## src/rtl/nn_ctrl_pkg.sv

```systemverilog
// nn_ctrl_pkg -- shared types and defaults for the training-loop controller.
//   nn_state_t   : sequencer state encoding (ST_IDLE .. ST_DONE)
//   *_DEF        : default parameter values for nn_train_sequencer
//   IDX_W        : width of the neuron index and of the dwell timer
package nn_ctrl_pkg;

    localparam int N_HIDDEN_DEF = 8;
    localparam int FWD_LAT_DEF  = 3;
    localparam int OUT_LAT_DEF  = 2;
    localparam int EPOCH_W_DEF  = 8;
    localparam int LOSS_W_DEF   = 46;
    localparam int IDX_W        = 4;

    typedef enum logic [2:0] {
        ST_IDLE,
        ST_LOAD_INIT,
        ST_FWD,
        ST_OUT,
        ST_LOSS,
        ST_UPD,
        ST_CHECK,
        ST_DONE
    } nn_state_t;

endpackage

```

## src/rtl/nn_lat_timer.sv

```systemverilog
// nn_lat_timer -- loadable down-counter used for the FWD/OUT/UPD dwell times.
//   clk_i       in  clock
//   rst_i       in  asynchronous reset, active low
//   load_i      in  load load_val_i this cycle (wins over counting)
//   load_val_i  in  dwell length minus one
//   zero_o      out count has reached zero (last cycle of the dwell)
module nn_lat_timer #(
    parameter int W = 4
) (
    input  logic         clk_i,
    input  logic         rst_i,
    input  logic         load_i,
    input  logic [W-1:0] load_val_i,
    output logic         zero_o
);

    logic [W-1:0] cnt_q;

    always_ff @(posedge clk_i or negedge rst_i) begin
        if (!rst_i) begin
            cnt_q <= '0;
        end else if (load_i) begin
            cnt_q <= load_val_i;
        end else if (cnt_q != '0) begin
            cnt_q <= cnt_q - W'(1);
        end
    end

    assign zero_o = (cnt_q == '0);

endmodule

```

## src/rtl/nn_train_sequencer.sv

```systemverilog
// nn_train_sequencer -- training-loop controller for the 8-hidden/1-output
// neuron datapath: initial weight load, forward pass, loss capture and
// per-neuron weight update, repeated for a programmed number of epochs.
//   clk_i, rst_i        clock / asynchronous active-low reset
//   start_i, epochs_i   start request (IDLE only) and epoch count
//   loss_i              loss from the output neuron
//   loss_thresh_i       early-stop threshold (NN_SEQ_EARLY_STOP_EN only)
//   hid_en_o, out_en_o  hidden-layer / output-neuron enables
//   w_sel_o, w_upd_o    weight-source mux and weight latch strobe
//   upd_idx_o           neuron being updated (N_HIDDEN = output neuron)
//   loss_q_o, epoch_o   captured loss, completed-epoch count
//   busy_o, done_o      activity flag, one-cycle completion pulse
//   stopped_o           early-stop flag
// Optional feature macro: NN_SEQ_EARLY_STOP_EN
//
// state        | meaning
// ST_IDLE      | waiting for start_i
// ST_LOAD_INIT | load initial weights into every neuron (1 cycle)
// ST_FWD       | hidden layer evaluating (FWD_LAT cycles)
// ST_OUT       | output neuron evaluating (OUT_LAT cycles)
// ST_LOSS      | capture loss_i (1 cycle)
// ST_UPD       | strobe back-pass weights into neurons 0..N_HIDDEN
// ST_CHECK     | count the epoch, decide FWD or DONE (1 cycle)
// ST_DONE      | done_o pulse (1 cycle)
module nn_train_sequencer
    import nn_ctrl_pkg::*;
#(
    parameter int N_HIDDEN = N_HIDDEN_DEF,
    parameter int FWD_LAT  = FWD_LAT_DEF,
    parameter int OUT_LAT  = OUT_LAT_DEF,
    parameter int EPOCH_W  = EPOCH_W_DEF,
    parameter int LOSS_W   = LOSS_W_DEF
) (
    input  logic               clk_i,
    input  logic               rst_i,
    input  logic               start_i,
    input  logic [EPOCH_W-1:0] epochs_i,
    input  logic [LOSS_W-1:0]  loss_i,
    input  logic [LOSS_W-1:0]  loss_thresh_i,
    output logic               hid_en_o,
    output logic               out_en_o,
    output logic               w_sel_o,
    output logic               w_upd_o,
    output logic [IDX_W-1:0]   upd_idx_o,
    output logic [LOSS_W-1:0]  loss_q_o,
    output logic [EPOCH_W-1:0] epoch_o,
    output logic               busy_o,
    output logic               done_o,
    output logic               stopped_o
);

    nn_state_t          state_q, state_d;
    logic               tmr_load, tmr_zero;
    logic [IDX_W-1:0]   tmr_val;
    logic [EPOCH_W-1:0] epochs_q, epoch_next;
    logic [IDX_W-1:0]   idx_q;
    logic [LOSS_W-1:0]  loss_q;
    logic [EPOCH_W-1:0] epoch_q;
    logic               stopped_q, stop_hit, last_epoch;

    nn_lat_timer #(.W(IDX_W)) u_dwell (
        .clk_i      (clk_i),
        .rst_i      (rst_i),
        .load_i     (tmr_load),
        .load_val_i (tmr_val),
        .zero_o     (tmr_zero)
    );

    assign epoch_next = epoch_q + EPOCH_W'(1);
    // Equality stop: the count never passes epochs_q, so no saturation logic.
    assign last_epoch = (epoch_next == epochs_q);

`ifdef NN_SEQ_EARLY_STOP_EN
    assign stop_hit = (loss_q < loss_thresh_i);
`else
    logic unused_thresh;
    assign unused_thresh = ^loss_thresh_i;
    assign stop_hit      = 1'b0;
`endif

    always_ff @(posedge clk_i or negedge rst_i) begin
        if (!rst_i) begin
            state_q <= ST_IDLE;
        end else begin
            state_q <= state_d;
        end
    end

    always_comb begin
        state_d  = state_q;
        tmr_load = 1'b0;
        tmr_val  = '0;
        case (state_q)
            ST_IDLE: begin
                if (start_i) state_d = ST_LOAD_INIT;
            end
            ST_LOAD_INIT: begin
                if (epochs_q == '0) begin
                    state_d = ST_DONE;
                end else begin
                    state_d  = ST_FWD;
                    tmr_load = 1'b1;
                    tmr_val  = IDX_W'(FWD_LAT - 1);
                end
            end
            ST_FWD: begin
                if (tmr_zero) begin
                    state_d  = ST_OUT;
                    tmr_load = 1'b1;
                    tmr_val  = IDX_W'(OUT_LAT - 1);
                end
            end
            ST_OUT: begin
                if (tmr_zero) state_d = ST_LOSS;
            end
            ST_LOSS: begin
                state_d  = ST_UPD;
                tmr_load = 1'b1;
                tmr_val  = IDX_W'(N_HIDDEN);
            end
            ST_UPD: begin
                if (tmr_zero) state_d = ST_CHECK;
            end
            ST_CHECK: begin
                if (last_epoch || stop_hit) begin
                    state_d = ST_DONE;
                end else begin
                    state_d  = ST_FWD;
                    tmr_load = 1'b1;
                    tmr_val  = IDX_W'(FWD_LAT - 1);
                end
            end
            ST_DONE: begin
                state_d = ST_IDLE;
            end
            default: begin
                state_d = ST_IDLE;
            end
        endcase
    end

    // Datapath registers. upd_idx is staged one cycle ahead so it is valid
    // in the same cycle as the w_upd_o strobe, then holds its last value.
    always_ff @(posedge clk_i or negedge rst_i) begin
        if (!rst_i) begin
            epochs_q  <= '0;
            epoch_q   <= '0;
            idx_q     <= '0;
            loss_q    <= '0;
            stopped_q <= 1'b0;
        end else begin
            case (state_q)
                ST_IDLE: begin
                    if (start_i) begin
                        epochs_q  <= epochs_i;
                        epoch_q   <= '0;
                        stopped_q <= 1'b0;
                        idx_q     <= IDX_W'(N_HIDDEN);
                    end
                end
                ST_LOSS: begin
                    loss_q <= loss_i;
                    idx_q  <= '0;
                end
                ST_UPD: begin
                    if (!tmr_zero) idx_q <= idx_q + IDX_W'(1);
                end
                ST_CHECK: begin
                    epoch_q <= epoch_next;
                    if (stop_hit) stopped_q <= 1'b1;
                end
                default: ;
            endcase
        end
    end

    assign hid_en_o  = (state_q == ST_FWD);
    assign out_en_o  = (state_q == ST_OUT);
    assign w_sel_o   = (state_q != ST_IDLE) && (state_q != ST_LOAD_INIT);
    assign w_upd_o   = (state_q == ST_LOAD_INIT) || (state_q == ST_UPD);
    assign upd_idx_o = idx_q;
    assign loss_q_o  = loss_q;
    assign epoch_o   = epoch_q;
    assign busy_o    = (state_q != ST_IDLE);
    assign done_o    = (state_q == ST_DONE);
    assign stopped_o = stopped_q;

endmodule
```

## config.mk

```make
export PLATFORM = sky130hd
export DESIGN_NAME = nn_train_sequencer
export DESIGN_NICKNAME = d
export VERILOG_FILES = /design/src/rtl/nn_ctrl_pkg.sv /design/src/rtl/nn_lat_timer.sv /design/src/rtl/nn_train_sequencer.sv
export SDC_FILE = /design/constraint.sdc
export NUM_CORES = 1
export LEC_CHECK = 0
export CAP_MARGIN = 40
export CORE_MARGIN = 4
export CORE_UTILIZATION = 44
export DETAILED_ROUTE_END_ITERATION = 16
export GPL_TIMING_DRIVEN = 1
export PLACE_DENSITY_LB_ADDON = 0.3
export SYNTH_ARGS = -nofsm -noshare
export SYNTH_HDL_FRONTEND = slang
export SYNTH_HIERARCHICAL = 1
export SYNTH_SLANG_ARGS = --single-unit
```

## constraint.sdc

```tcl
create_clock -name clk_i -period 7 [get_ports clk_i]
set_input_delay 1.4 -clock clk_i [delete_from_list [all_inputs] [get_ports clk_i]]
set_output_delay 1.4 -clock clk_i [all_outputs]
set_load 0.1 [all_outputs]
```

==> results of run 1 <==
==> cell families (layout without fill, tap and decap cells) <==
| logic type | Yosys count | after routing | share of synthesized area, % |
|---|---|---|---|
| AO/OA/AOI/OAI | 35 | 35 | 6.58 |
| multiplexers | 51 | 51 | 16.8 |
| XOR/XNOR | 17 | 17 | 4.75 |
| other | 1 | 2 | 0.110 |
| adder cells (fa/ha/maj) | 3 | 3 | 1.10 |
| flip-flops | 73 | 73 | 53.4 |
| buffers and inverters | 23 | 206 | 2.78 |
| AND/OR/NAND/NOR | 97 | 97 | 14.5 |
==> per-layer routing <==
metal / share of wire (%) / global-route usage, % / up-vias / routed length, um
met1: 33 / 24.5 / 1460 / 3580
li1: - / - / 1407 / -
met5: 0 / 0 / - / 0
met3: 6.3 / 4.61 / 37 / 678
met2: 56 / 45.3 / 126 / 6080
met4: 4.7 / 14.9 / 0 / 506
==> cell type report <==
type | count | area (um2) | share of cell area [%]
Timing Repair Buffer | 186 | 2380 | 38.8
Clock buffer | 11 | 151 | 2.47
Multi-Input combinational cell | 205 | 1510 | 24.6
Sequential cell | 73 | 1830 | 29.8
Clock inverter | 5 | 125 | 2.04
Tap cell | 99 | 124 | 2.02
Inverter | 4 | 15.0 | 0.245
==> final timing paths <==
check,start,endpoint,slack [ns]
hold reg to reg,loss_q_o[2],loss_q_o[2],0.51
hold / removal,loss_q_o[2],loss_q_o[2],0.51
min in group asynchronous,rst_i,epoch_o[5],0.96
max in group asynchronous,rst_i,state_q[1],5.48
setup reg to reg,epoch_o[0],u_dwell/cnt_q[3],4.17
setup / recovery,state_q[0],done_o,3.43
==> metrics by stage <==
stage,setup WS (ns),util [%]
after floorplan,2.57,-
after global placement,3.43,63.2
after detailed placement,3.80,79.1
after CTS,3.41,82.8
after global routing,3.33,82.8
final,3.43,82.8
==> layout by cell type (no fill, tap or decap), drive strengths merged, types with 2 or more instances in the layout <==
master and n:
clkdlybuf4s50 119, dfrtp 73, buf 67, mux2 49, nand2 36, nor2 18
o21ai 16, clkbuf 11, nand3 11, xnor2 9, xor2 7, a21oi 6
nor3 5, inv 4, nor2b 4, bufinv 4, nor3b 4, nand2b 3
nor4 3, ha 3, or4 2, o211ai 2, and3 2, a32o 2
conb 2, mux2i 2, o31ai 2
==> synth_stat cells (2+ instances only) <==
| library cell | count | area [um2] |
|---|---|---|
| a21oi_1 | 6 | 30.0 |
| nand3_1 | 10 | 50.1 |
| clkbuf_1 | 12 | 45.0 |
| ha_1 | 3 | 37.5 |
| buf_1 | 4 | 15.0 |
| mux2_2 | 48 | 541 |
| nand2b_1 | 3 | 18.8 |
| dfrtp_1 | 73 | 1830 |
| nor3_1 | 5 | 25.0 |
| mux2i_1 | 2 | 20.0 |
| a32o_1 | 2 | 20.0 |
| and3_1 | 2 | 12.5 |
| nand2_1 | 36 | 135 |
| nor3b_1 | 3 | 22.5 |
| buf_4 | 2 | 15.0 |
| nor2b_1 | 4 | 25.0 |
| inv_1 | 4 | 15.0 |
| o21ai_0 | 15 | 75.1 |
| nor2_1 | 18 | 67.6 |
| or4_4 | 2 | 22.5 |
| xor2_1 | 7 | 61.3 |
| nor4_1 | 3 | 18.8 |
| xnor2_1 | 9 | 78.8 |
| o211ai_1 | 2 | 15.0 |
==> state kept, by name, summed over array words and instances (netlist names) <==
register       count
epochs_q           8
upd_idx_o          4
loss_q_o          46
state_q            3
u_dwell/cnt_q      4
epoch_o            8
==> worst register-to-register path, stage by stage (launching register included) <==
cell,delay [ns]
dfrtp_1,0.49
ha_1,0.33
and4b_1,0.25
or3_1,0.35
o311a_1,0.13
nor4_1,0.36
o211ai_1,0.35
nor3_1,0.34
a221o_1,0.19
==> qor.yml, run 1 <==
run_status:
  status: "complete, no violations"
worst_hold_path:
  min_path_type: "reg2reg"
  whs_path_depth: 1
critical_path:
  crit_type: "reg2out"
  cp_top_family: "flip-flops"
  crit_path_max_fanout: 24
  worst-r2r-cell-count: 8
  critPathLaunchType: "flip-flop"
  crit_buf_inv: 2
  worst_path_max_delay_cell: "dfrtp_1"
  cp_cell_sequence: "and3_1, clkdlybuf4s50_1, buf_8"
  end_kind: "output port"
  worst_ep_arrival_time_ns: 2.17
  cpPeakStageDelay_ns: 0.82
  cp.depth: 3
  crit_required_ns: 5.60
floorplan:
  core_um2: 7410
  num_rows: 31
  die_h_um: 96.2
  die_x_um: 96.2
  dieArea_um2: 9260
  io-pin-count: 168
  start_util_pct: 46.2
sta:
  fmax_mhz: 280
  drv_slew: 0
  final-hold-violation-count: 0
  finalSetupViolCount: 0
  finClkSkew_ns: 0.0115
  holdWs_ns: 0.512
  max_slew_margin_pct: 50.7
  worst_pin_slew_ns: 0.740
  fin_setup_tns_ns: 0
  grt_setup_unrepaired: "false"
  period_share_pct: 51.0
  layout_min_cycle_time_ns: 3.57
route:
  drtIter0Drc: 129
  viasPerCell: 5.20
  drt-wirelength-per-cell_um: 18.6
  ant_nets: 0
  drc: 0
  drt-pass1-iter-count: 5
  wirelength_mm: 10.8
  dr_total_vias: 3030
place:
  place_hpwl_mm: 8.02
  place_congestion: 0.763
  place_area_um2: 5860
  place_inst: 567
  port_buffers: 120
synthesis:
  synth_ff_type: "dfrtp_1"
  ys_seq_elements: 73
  synth.distinct_cells: 49
  syn_area_um2: 3420
  yosysSeqAreaShare_pct: 53.4
  synth_edf_count: 0
  syn_area_per_cell_um2: 11.4
  yosysWarnings: 6
  syn_inst: 300
  async_reset_ff_share_pct: 100
clock_tree:
  h-tree-depth: 3
  cts_inserted_buffers: 9
  cts_tree: "yes"
  post-cts-setup-buffers: 0
  clk_transition_reported_paths_ns: 0.08
  insertion_delay_ns: 0.35
  cts_buffer_depth: 2
  ctsRootBufferMaster: "clkbuf_8"
  cts_resized: 0
  cts_sinks: 73
  cts_hold_buf: 0
cells_and_area:
  final_cells: 583
  final_nets: 585
  fill_cells: 395
  drive_above_1_share_pct: 29.3
  final_area_um2: 6140
  syn_to_final_growth_pct: 79.3
  num_antenna_cells: 0
global_route:
  grt_pass1_vias: 3289
  grt_max_degree: 50
  antenna_found_initial: 0
  grt_pass1_wl_mm: 16.5
  overflow: 0
  grt_usage_pct: 24.3
run:
  max-cap-violations: 0
Power of run 1 is not shown: default switching activity piles up to over one toggle a cycle in this logic, so the estimate is an artifact.
==> run 2, diff against run 1 <==
--- a/config.mk
+++ b/config.mk
@@ -7,7 +7,7 @@
 export LEC_CHECK = 0
 export CAP_MARGIN = 40
 export CORE_MARGIN = 4
-export CORE_UTILIZATION = 44
+export CORE_UTILIZATION = 41
 export DETAILED_ROUTE_END_ITERATION = 16
 export GPL_TIMING_DRIVEN = 1
 export PLACE_DENSITY_LB_ADDON = 0.3
==> constraint.sdc (replaced) <==
create_clock -name clk_i -period 3.38 [get_ports clk_i]
set_input_delay 0.676 -clock clk_i [delete_from_list [all_inputs] [get_ports clk_i]]
set_output_delay 0.676 -clock clk_i [all_outputs]
set_load 0.1 [all_outputs]
==> qor.yml, run 2 (synthesis results as in run 1) <==
critical_path:
  timing.rr.start: "epoch_o[0]"
  critPathLaunchType: "flip-flop"
  worstReg2RegEnd: "u_dwell/cnt_q[3]"
  worst_path_max_delay_cell: "dfrtp_1"
  end_kind: "flip-flop"
  cpPeakStageDelay_ns: 0.48
  r2r_setup_slack_ns: 0.67
  cp_top_family: "simple AND/OR/NAND/NOR gates"
  crit_type: "reg2reg"
  worst-r2r-cell-count: 7
  worst_ep_arrival_time_ns: 2.95
  crit_required_ns: 3.62
  crit_path_max_fanout: 8
  crit_buf_inv: 0
  cp_cell_sequence: "ha_1, and4b_1, or3_1, o311a_1, nor4_1, o211ai_1, a221o_1"
  crit_start: "epoch_o[0]"
cells_and_area:
  final_cell_mix: "dfrtp_1 (73), clkdlybuf4s50_1 (67), buf_4 (55)"
  final_nets: 535
  largest_register_ffs: 46
  syn_to_final_growth_pct: 45.9
  final_common_cell: "dfrtp_1"
  num_antenna_cells: 0
  drive_above_1_share_pct: 33.4
place:
  place_congestion: 0.777
  place_hpwl_mm: 6.18
  port_buffers: 120
floorplan:
  dieArea_um2: 9880
  start_util_pct: 41.9
  num_rows: 33
  io-pin-count: 168
  core_um2: 8180
  die_x_um: 99.4
  die_h_um: 99.4
sta:
  layout_min_cycle_time_ns: 2.71
  grt_setup_unrepaired: "false"
  worst_pin_slew_ns: 0.773
  fmax_mhz: 369
  final-hold-violation-count: 0
  finalSetupViolCount: 0
  finClkSkew_ns: 0.0176
  drv_slew: 0
  max_slew_margin_pct: 48.5
  fin_setup_tns_ns: 0
  period_share_pct: 80.2
clock_tree:
  clk_transition_reported_paths_ns: 0.09
  cts_hold_buf: 0
  post-cts-setup-buffers: 0
  cts_sinks: 73
  cts_inserted_buffers: 9
  h-tree-depth: 3
  cts_buffer_depth: 2
  cts_tree: "yes"
  insertion_delay_ns: 0.35
  cts_resized: 0
  ctsRootBufferMaster: "clkbuf_8"
route:
  dr.max_layer_used: "met4"
  drtIter0Drc: 114
  wl_met1_mm: 3.37
  drt-pass1-iter-count: 4
  viasPerCell: 4.98
  dr_total_vias: 2685
  route.met3.wl_um: 536
  drc: 0
  drt-wirelength-per-cell_um: 15.3
  met2WireLength_mm: 4.23
  wirelength_mm: 8.25
  ant_nets: 0
global_route:
  grt_pass1_wl_mm: 13.4
  grt_usage_pct: 17.2
  antenna_found_initial: 0
  grt_pass1_vias: 2816
  overflow: 0
  grt_max_degree: 31
run_status:
  status: "complete, no violations"
worst_hold_path:
  min_path_type: "in2async"
run:
  max-cap-violations: 0
## run 2: cell types whose count changed in the layout (fill, tap and decap cells not counted), sizes merged
| cell | change |
|---|---|
| bufinv | -3 |
| buf | +2 |
| clkdlybuf4s50 | -52 |
| inv | +1 |
| clkbuf | -1 |
| clkinv | +3 |
## run 2: final cells by class
class,instances,area (um2)
Timing Repair Buffer,136,1300
Fill cell,690,3180
Sequential cell,73,1830
Clock inverter,6,66.3
Clock buffer,10,138
Inverter,4,15.0
Multi-Input combinational cell,205,1520
Tap cell,105,131
## run 2: worst max-delay path by stage
stage                       endpoint  slack (ns)  cells after the start
finish              u_dwell/cnt_q[3]        0.67                      7
global route        u_dwell/cnt_q[3]        0.48                      8
CTS                 u_dwell/cnt_q[3]        0.66                      7
detailed placement  u_dwell/cnt_q[3]        0.69                      7
global placement    u_dwell/cnt_q[3]        0.71                      7
floorplan           u_dwell/cnt_q[3]        0.27                      8
## run 2: per-layer routing
metal | up-vias | track usage [%]
met4 | 0 | 5.04
li1 | 1296 | -
met2 | 62 | 28.3
met3 | 8 | 6.45
met1 | 1319 | 21.2
met5 | - | 0
## run 2: stage by stage
stage               instances  utilization (%)  cell area [um2]  hold slack, ns  setup slack (ns)
floorplan                 301                -             3430           0.380             0.273
global placement          511             56.3             4600           0.488             0.715
detailed placement        523             58.6             4790           0.495             0.687
CTS                       539             61.1             5000           0.379             0.659
global route              539             61.1             5000           0.403             0.477
finish                    539             61.1             5000           0.365             0.671
Power of run 2 is left out for the same reason.
==> run 3, diff against run 2 <==
==> constraint.sdc (replaced) <==
create_clock -name clk_i -period 2.7 [get_ports clk_i]
set_input_delay 0.54 -clock clk_i [delete_from_list [all_inputs] [get_ports clk_i]]
set_output_delay 0.54 -clock clk_i [all_outputs]
set_load 0.1 [all_outputs]
==> qor.yml, run 3 (synthesis results as in run 1) <==
place:
  place_area_um2: 4660
  port_buffers: 120
  place_hpwl_mm: 5.87
  place_inst: 513
  place_congestion: 0.755
floorplan:
  die_h_um: 99.4
  io-pin-count: 168
  die_x_um: 99.4
  num_rows: 33
  dieArea_um2: 9880
  core_um2: 8180
  start_util_pct: 41.9
clock_tree:
  h-tree-depth: 3
  insertion_delay_ns: 0.34
  cts_hold_buf: 0
  cts_buffer_depth: 2
  cts_tree: "yes"
  ctsRootBufferMaster: "clkbuf_8"
  cts_sinks: 73
  clk_transition_reported_paths_ns: 0.08
  cts_inserted_buffers: 9
critical_path:
  crit_type: "reg2reg"
  crit_path_max_fanout: 10
  critPathLaunchType: "flip-flop"
  r2r_setup_slack_ns: 0.20
  end_kind: "flip-flop"
  cp_top_family: "simple AND/OR/NAND/NOR gates"
  cp_cell_sequence: "xor2_1, mux2_4, or4_4, nor4_2, o211ai_1, a221o_1"
  worst_path_max_delay_cell: "or4_4"
  crit_required_ns: 2.92
  timing.rr.start: "epoch_o[3]"
  worst-r2r-cell-count: 6
  worst_ep_arrival_time_ns: 2.72
  cpPeakStageDelay_ns: 0.56
  worstReg2RegEnd: "u_dwell/cnt_q[3]"
  crit_buf_inv: 0
route:
  ant_nets: 0
  viasPerCell: 4.94
  wirelength_mm: 7.95
  dr_total_vias: 2618
  drt-wirelength-per-cell_um: 15.0
  drtIter0Drc: 94
  drc: 0
  drt-pass1-iter-count: 4
worst_hold_path:
  min_path_type: "in2async"
cells_and_area:
  multi_input_area_um2: 1530
  syn_to_final_growth_pct: 42.1
  final_nets: 526
  final_cells: 530
  final_area_um2: 4860
  register_area_um2: 1840
  num_antenna_cells: 0
  fill_cells: 695
  drive_above_1_share_pct: 36.7
  final_cell_mix: "dfrtp_1 (67), buf_4 (66), clkdlybuf4s50_1 (55)"
  largest_register_ffs: 46
  utilization_pct: 59.5
  final_common_cell: "dfrtp_1"
global_route:
  overflow: 0
  grt_pass1_wl_mm: 13.3
  grt_max_degree: 65
  grt_pass1_vias: 2841
  grt_usage_pct: 16.9
  antenna_found_initial: 0
run:
  max-cap-violations: 0
sta:
  worst_pin_slew_ns: 0.730
  fin_setup_tns_ns: 0
  period_share_pct: 92.4
  max_slew_margin_pct: 51.3
  grt_setup_unrepaired: "false"
  final-hold-violation-count: 0
  drv_slew: 0
  finalSetupViolCount: 0
  fmax_mhz: 401
  layout_min_cycle_time_ns: 2.50
  finClkSkew_ns: 0.0121
run_status:
  status: "complete, no violations"
run 3: what timing repair did:
item | CTS | global route
gates resized for setup | 0 | 0
endpoints found under the setup margin | 0 | 1
buffers inserted | 0 | 1
run 3: worst max path at each step:
stage,from,end,cells past startpoint
after floorplan,epoch_o[0],u_dwell/cnt_q[3],8
after global placement,epoch_o[3],u_dwell/cnt_q[3],6
after detailed placement,epoch_o[3],u_dwell/cnt_q[3],6
after CTS,epoch_o[3],u_dwell/cnt_q[3],6
after global routing,epoch_o[0],u_dwell/cnt_q[3],8
final,epoch_o[3],u_dwell/cnt_q[3],6
run 3: stage by stage:
step	hold slack, ns	setup slack [ns]
3_5_place_dp	0.422	0.213
5_1_grt	0.0444	0.0115
4_1_cts	0.0375	0.161
6_report	0.0495	0.204
2_1_floorplan	0.244	0.0331
3_3_place_gp	0.417	0.216
run 3: final cells by class:
class,instances,share of cell area [%]
Tap cell,105,2.70
Timing Repair Buffer,127,23.7
Inverter,4,0.309
Sequential cell,73,37.8
Clock buffer,9,2.55
Multi-Input combinational cell,205,31.4
Clock inverter,7,1.59
run 3: worst reg2reg max path, stage by stage (launching register included):
cell      delay, ns
dfrtp_4        0.54
xor2_1         0.18
mux2_4         0.26
or4_4          0.56
nor4_2         0.21
o211ai_1       0.26
a221o_1        0.38
run 3: metal layers:
layer  part of all wire (%)  wire length (um)  GRT usage [%]
met1                     42              3330           20.5
met2                     51              4060           28.0
met5                      0                 0              0
met4                   0.59                47           5.99
met3                    6.5               517           5.68
Power of run 3 is left out for the same reason.
